$ cat src/rtl/cnt_pkg.sv
// cnt_pkg: shared state encoding and control constants for the programmable counter.
package cnt_pkg;
   typedef enum logic [1:0] {IDLE, RUN, DONE} state_t;
   localparam logic DIR_UP       = 1'b0;
   localparam logic DIR_DN       = 1'b1;
   localparam logic MODE_FREE    = 1'b0;
   localparam logic MODE_ONESHOT = 1'b1;
endpackage

$ cat src/rtl/cnt_presc.sv
// cnt_presc: ce-qualified tick divider, one tick every (div+1) enabled ce cycles.
module cnt_presc #(
   parameter int W = 8
) (
   input  logic         clk,
   input  logic         rst,
   input  logic         ce,
   input  logic         en,
   input  logic         clr,
   input  logic [W-1:0] div,
   output logic         tick
);
   logic [W-1:0] cnt;
   assign tick = en & ce & (cnt == div);
   always_ff @(posedge clk)
      if (rst || clr) cnt <= '0;
      else if (en && ce) cnt <= tick ? '0 : cnt + 1'b1;
endmodule

$ cat src/rtl/cnt_prog.sv
// cnt_prog: programmable up/down modulo counter with free-run/one-shot modes,
// load, clear, prescaled ticks, done pulse and cascadable carry.
module cnt_prog
   import cnt_pkg::*;
#(
   parameter int WIDTH   = 16,
   parameter int RST_VLU = 0,
   parameter int PRESC_W = 8
) (
   input  logic               clk,
   input  logic               rst,
   input  logic               ce,
   input  logic [PRESC_W-1:0] div,
   input  logic [WIDTH-1:0]   max,
   input  logic               dir,
   input  logic               mode,
   input  logic               start,
   input  logic               clr,
   input  logic               ld,
   input  logic [WIDTH-1:0]   ld_val,
   output logic [WIDTH-1:0]   q,
   output logic               co,
   output logic               busy,
   output logic               done
);
   state_t           state;
   logic             tick, term, start_acc;
   logic [WIDTH-1:0] ld_clamp, q_wrap, q_step;
   // ">=" keeps an up-counter terminal when max is lowered below q at runtime
   assign term      = (dir == DIR_DN) ? (q == '0) : (q >= max);
   assign co        = tick & term;
   assign busy      = state == RUN;
   assign start_acc = start & ~clr & ~ld & (state != RUN);
   assign ld_clamp  = (ld_val > max) ? max : ld_val;
   assign q_wrap    = (dir == DIR_DN) ? max : '0;
   assign q_step    = (dir == DIR_DN) ? q - 1'b1 : q + 1'b1;
   cnt_presc #(.W(PRESC_W)) u_presc (
      .clk  (clk),
      .rst  (rst),
      .ce   (ce),
      .en   (busy),
      .clr  (clr | start_acc),
      .div  (div),
      .tick (tick)
   );
   always_ff @(posedge clk) begin
      if (rst) begin
         q     <= WIDTH'(RST_VLU);
         state <= IDLE;
         done  <= 1'b0;
      end else begin
         done <= 1'b0;
         if (clr) begin
            q     <= q_wrap;
            state <= IDLE;
         end else if (ld) q <= ld_clamp;
         else if (start_acc) state <= RUN;
         else if (tick) begin
            if (!term) q <= q_step;
            else if (mode == MODE_FREE) q <= q_wrap;
            else begin
               state <= DONE;
               done  <= 1'b1;
            end
         end
      end
   end
endmodule

$ cat config.mk
export PLATFORM = sky130hd
export DESIGN_NAME = cnt_prog
export DESIGN_NICKNAME = d
export VERILOG_FILES = /design/src/rtl/cnt_pkg.sv /design/src/rtl/cnt_presc.sv /design/src/rtl/cnt_prog.sv
export SDC_FILE = /design/constraint.sdc
export NUM_CORES = 1
export LEC_CHECK = 0
export CAP_MARGIN = 40
export CORE_ASPECT_RATIO = 0.75
export CORE_MARGIN = 2
export CORE_UTILIZATION = 52
export DETAILED_ROUTE_END_ITERATION = 10
export HOLD_SLACK_MARGIN = 0.12
export PLACE_DENSITY = 0.82
export SLEW_MARGIN = 20
export SYNTH_ARGS = -nofsm -noshare
export SYNTH_HDL_FRONTEND = slang
export SYNTH_SLANG_ARGS = --single-unit
export TNS_END_PERCENT = 1
$ cat constraint.sdc
create_clock -name clk -period 3.6 [get_ports clk]
set_input_delay 0.72 -clock clk [delete_from_list [all_inputs] [get_ports clk]]
set_output_delay 0.72 -clock clk [all_outputs]
set_load 0.05 [all_outputs]
After elaboration in Yosys (flattened, before gate mapping)
Cells that the tools add are included.

Order comparisons: 2. $mul: 0. Bitwise logic cells: 11. Divide/modulo/power cells: 0. Equality and inequality tests: 5. Shifts and indexed selects: 0. $add $sub $neg: 3. Reduce and logical (&&, ||, !) cells: 11. Multiplexer cells: 16.

Operators by type and width (count): $mux W16 (9); $add A16 B1 Y16 const B (1); $ge A16 B16 Y1 (1); $gt A16 B16 Y1 (1); $logic_not A16 Y1 (1); $sub A16 B1 Y16 const B (1); $add A8 B1 Y8 const B (1); $eq A8 B8 Y1 (1); $mux W2 (4); $mux W8 (1); $and A1 B1 Y1 (6); $reduce_bool A2 Y1 (3); $reduce_or A6 Y1 (1); $ne A4 B4 Y1 const B (1); $not A1 Y1 (4); $reduce_and A4 Y1 (1); $ne A3 B3 Y1 const B (1); $reduce_and A3 Y1 (1); $reduce_bool A3 Y1 (1); $eq A2 B1 Y1 const B (1); $mux W1 (2); $ne A2 B1 Y1 const B (1); $reduce_or A2 Y1 (1); $logic_and A1 B1 Y1 (1); 2 further kinds (2).

ROM bits: 0. Input port bits: 48. Memories: 0. Register bits: 27. Bits in latches: 0. RAM bits: 0. Output and inout bits: 19. Logic and storage cells: 52.

Depth between registers and ports, before layout
Word-level depth: 7. Gate-level depth with buffers: 11. Mapped depth without buffers: 10.

By module
From an unflattened synthesis, not the netlist that was laid out.

Cell total of the unflattened synthesis: 395. Area total of the unflattened synthesis: 3128.0 µm².

By module, submodules not included: cnt_prog (area an instance 2643.8 µm², cells an instance 342, instances 1, sequential area each 380.4 µm²); cnt_presc (area an instance 484.2 µm², cells an instance 53, instances 1, sequential area each 160.2 µm²).

Least setup slack after synthesis
OpenSTA, ideal clock, no wires.

Kind: in2out. Start: input max[14]. End: output co. Arrival time: 2.833 ns. Buffers on the path: 2. Stages: 9. Slack: 0.047 ns. Required time: 2.880 ns. Cells stage by stage: inv_1 -> ha_1 -> nand4_1 -> or2_1 -> o221ai_2 -> nand2_2 -> buf_4 -> buf_4 -> nor2_1.

Word-level cells in the longest chain between the ends: 3.

RTL lines: from (decl) (RTL line cnt_prog.sv:14) `input logic [WIDTH-1:0] max,`; $ge A16 B16 Y1 (RTL line cnt_prog.sv:30) `assign term = (dir == DIR_DN) ? (q == '0) : (q >= max);`; $mux W1 (RTL line cnt_prog.sv:30); $and A1 B1 Y1 (RTL line cnt_prog.sv:31) `assign co = tick & term;`; to (decl) (RTL line cnt_prog.sv:22) `output logic co,`.

Every way passes these cells.

Worst setup path after layout
Start: input max[2]. End: output co.

The elaborated chain is that of the path after synthesis.

==> metrics.txt <==
Post-CTS Setup Bufs=0; ANT nets after route=0; fin worst setup slack=~0.14 ns; synthesized area per cell=7.78 µm²; final setup vio count=0; f_max=289 MHz; first-pass GRT wire length=approximately 17000 µm; Switching Share=0.422; DIE HEIGHT=just over 70 µm; worst skew pair latency=0.29 ns; Mapped Area=0.00315 mm²; Post-CTS Resized=0; pins over their slew limit=0; GRT Total Usage=0.318; DRT Pass-1 Iters=8; Peak VDD IR=about 0.16 mV; register area share after synthesis=0.171; RSZ-0062 raised after global routing=no; CP Launch Type=input pin; number of enable flip-flop cells after synthesis=0; Comb power frac=0.518; Longest Clk Path Bufs=2; port buffer count=66; Initial Utilization=0.541; Clock Power Share=0.173; setup_tns=0 ns; crit path kind=in -> out; Hold Path Class=reg -> reg; Slew headroom=0.565; Detailed Route WL=just over 10000 µm; Seq pwr share=0.309; Layout area overhead=28.7%; cts hold-fix bufs=0; Internal=0.648 mW; FP Rows=24; ant diodes=0; placed cells=between 500 and 600; Tot Pwr=1.12 mW; die area=about 0.0067 mm²; crit path max fanout=4; Final period util=0.962; post-route insts no fill=about 560; GRT Residual Overflow=0; clk sinks=27; nets=between 500 and 600; P_sw=0.473 mW; DRC=2; number of synthesized register bits=27; Hold Fails Final Rpt=0; routed length per instance=approximately 18 µm; total power per unit cell area=276 mW/mm²; vias=roughly 3500; Syn Nets=between 500 and 600; worst path arrival time=2.74 ns; Async S/R FF share, synth=0; FILL cells=between 400 and 500; H-tree depth=1; critical-path cell with the highest stage delay=clkdlybuf4s50_1; CP required=roughly 2.9 ns; die width=93.9 µm; TritonCTS clock tree=done; clk slew on worst S/H paths=0.11 ns; status=complete, but fails checks; Iteration-0 DRC Markers=between 200 and 300; Netlist cell types=62; drt via density=~6.2; Crit. End Element=output port; CTS Root Cell=clkbuf_8; Inserted Clock Buffers=3; max_cap viols=0; initial antenna violation count=0; CP Cell Sequence=clkdlybuf4s50_1 -> inv_1 -> ha_1 -> a211oi_1 -> o21ai_0 -> a21oi_1 -> o221ai_2 -> nand2_2 -> nor2_1 -> buf_12; global placement routability congestion=roughly 1; post-layout util=0.697; YS warnings=0; largest net degree at the start of global routing=18; Worst Max-Slew Pin Slew=about 0.65 ns; share of cells above drive strength 1=0.0828; total core area=about 0.0058 mm²; DP Wirelength=between 8000 and 9000 µm; vias in the first global route=approximately 3500; failing checks=design-rule violations; fin crit period=between 3 and 4 ns; Mapped Cells=between 400 and 500; Place WS=-0.0946 ns; Leak=around 1.8 nW; I/O pin cnt=67; top_reg_cell synth=dfxtp_1; clk_skew=0.00483 ns; delay of the slowest cell on the worst path=around 0.53 ns
-- power by group through the flow --
stage          clock [mW]  combinational (mW)  sequential [mW]
5_1_grt             0.208               0.630            0.348
3_5_place_dp            0               0.566            0.352
4_1_cts             0.195               0.570            0.345
2_1_floorplan           0               0.308            0.399
6_report            0.194               0.580            0.346
3_3_place_gp            0               0.556            0.352
-- layer usage --
metal | wire length, µm | vias to the layer above | track usage
li1 | - | 1672 | -
met1 | 4720 | 1570 | 0.456
met2 | 4450 | 195 | 0.502
met3 | 1050 | 14 | 0.0620
met4 | 105 | 0 | 0.0644
met5 | 0 | - | 0
-- final timing paths --
kind | from | end | slack [ns] | depth (start not counted)
max | max[2] | co | 0.14 | 10
min | state[1]$_SDFFE_PP0P_ | state[1]$_SDFFE_PP0P_ | 0.47 | 2
max reg2reg | q[0]$_SDFFE_PP0P_ | state[0]$_SDFFE_PP0P_ | 0.87 | 11
min reg2reg | state[1]$_SDFFE_PP0P_ | state[1]$_SDFFE_PP0P_ | 0.47 | 2
-- final cells by class --
class,count,area (µm²),share of cell area
inverters,24,90.1,0.0222
clock buffers,3,41.3,0.0102
flip-flops and latches,27,541,0.133
clock inverters,1,5.00,0.00123
multi-input cells,342,2460,0.607
well taps,78,97.6,0.0241
repair buffers,86,821,0.202
-- flip-flops by register name (all words and copies together), names as in the netlist --
register and count:
done 1, state 2, q 16, u_presc.cnt 8
-- critical path, delay by kind of cell --
family / cells / cell delay, ns
buffers and inverters: 3 / 0.77
AO/OA/AOI/OAI: 4 / 0.77
adder cells (fa/ha/maj): 1 / 0.31
AND/OR/NAND/NOR: 2 / 0.17
-- Yosys cell counts, drive strengths merged, types with 9 or more instances --
| master | count | share of area |
|---|---|---|
| nand4 | 10 | 0.020 |
| xor2 | 17 | 0.047 |
| a21o | 17 | 0.040 |
| nor3 | 17 | 0.027 |
| nor2 | 43 | 0.051 |
| a21oi | 28 | 0.049 |
| nand2 | 31 | 0.038 |
| dfxtp | 27 | 0.17 |
| a211oi | 13 | 0.031 |
| xnor2 | 9 | 0.025 |
| ha | 47 | 0.19 |
| inv | 23 | 0.027 |
| o21ai | 16 | 0.027 |
-- layout by cell type (no fill, tap or decap), types with 6 or more instances in the layout --
cell	synthesis	routed
a211oi_1	13	13
a21o_1	17	17
a21oi_1	26	26
a31oi_1	6	6
and3_1	6	6
buf_4	3	20
clkdlybuf4s50_1	0	65
dfxtp_1	27	27
ha_1	47	47
inv_1	23	23
nand2_1	30	30
nand3_1	6	6
nand4_1	10	10
nor2_1	43	43
nor2b_1	7	7
nor3_1	17	17
o21ai_0	15	15
o221ai_1	7	7
xnor2_1	9	9
xor2_1	17	17
-- per-stage QoR --
stage / hold slack (ns) / cell area (µm²)
2_1_floorplan: 0.426 / 3150
3_3_place_gp: 0.441 / 4010
3_5_place_dp: 0.450 / 4010
4_1_cts: 0.467 / 4060
5_1_grt: 0.508 / 4060
6_report: 0.466 / 4060
-- cell families after synthesis --
logic type / Yosys count / synth area share
AO/OA/AOI/OAI: 121 / 0.275
adder cells (fa/ha/maj): 48 / 0.193
XOR/XNOR: 26 / 0.0723
multiplexers: 7 / 0.0234
flip-flops: 27 / 0.171
AND/OR/NAND/NOR: 140 / 0.218
buffers and inverters: 36 / 0.0472
Power figures use the tool's default switching activity.
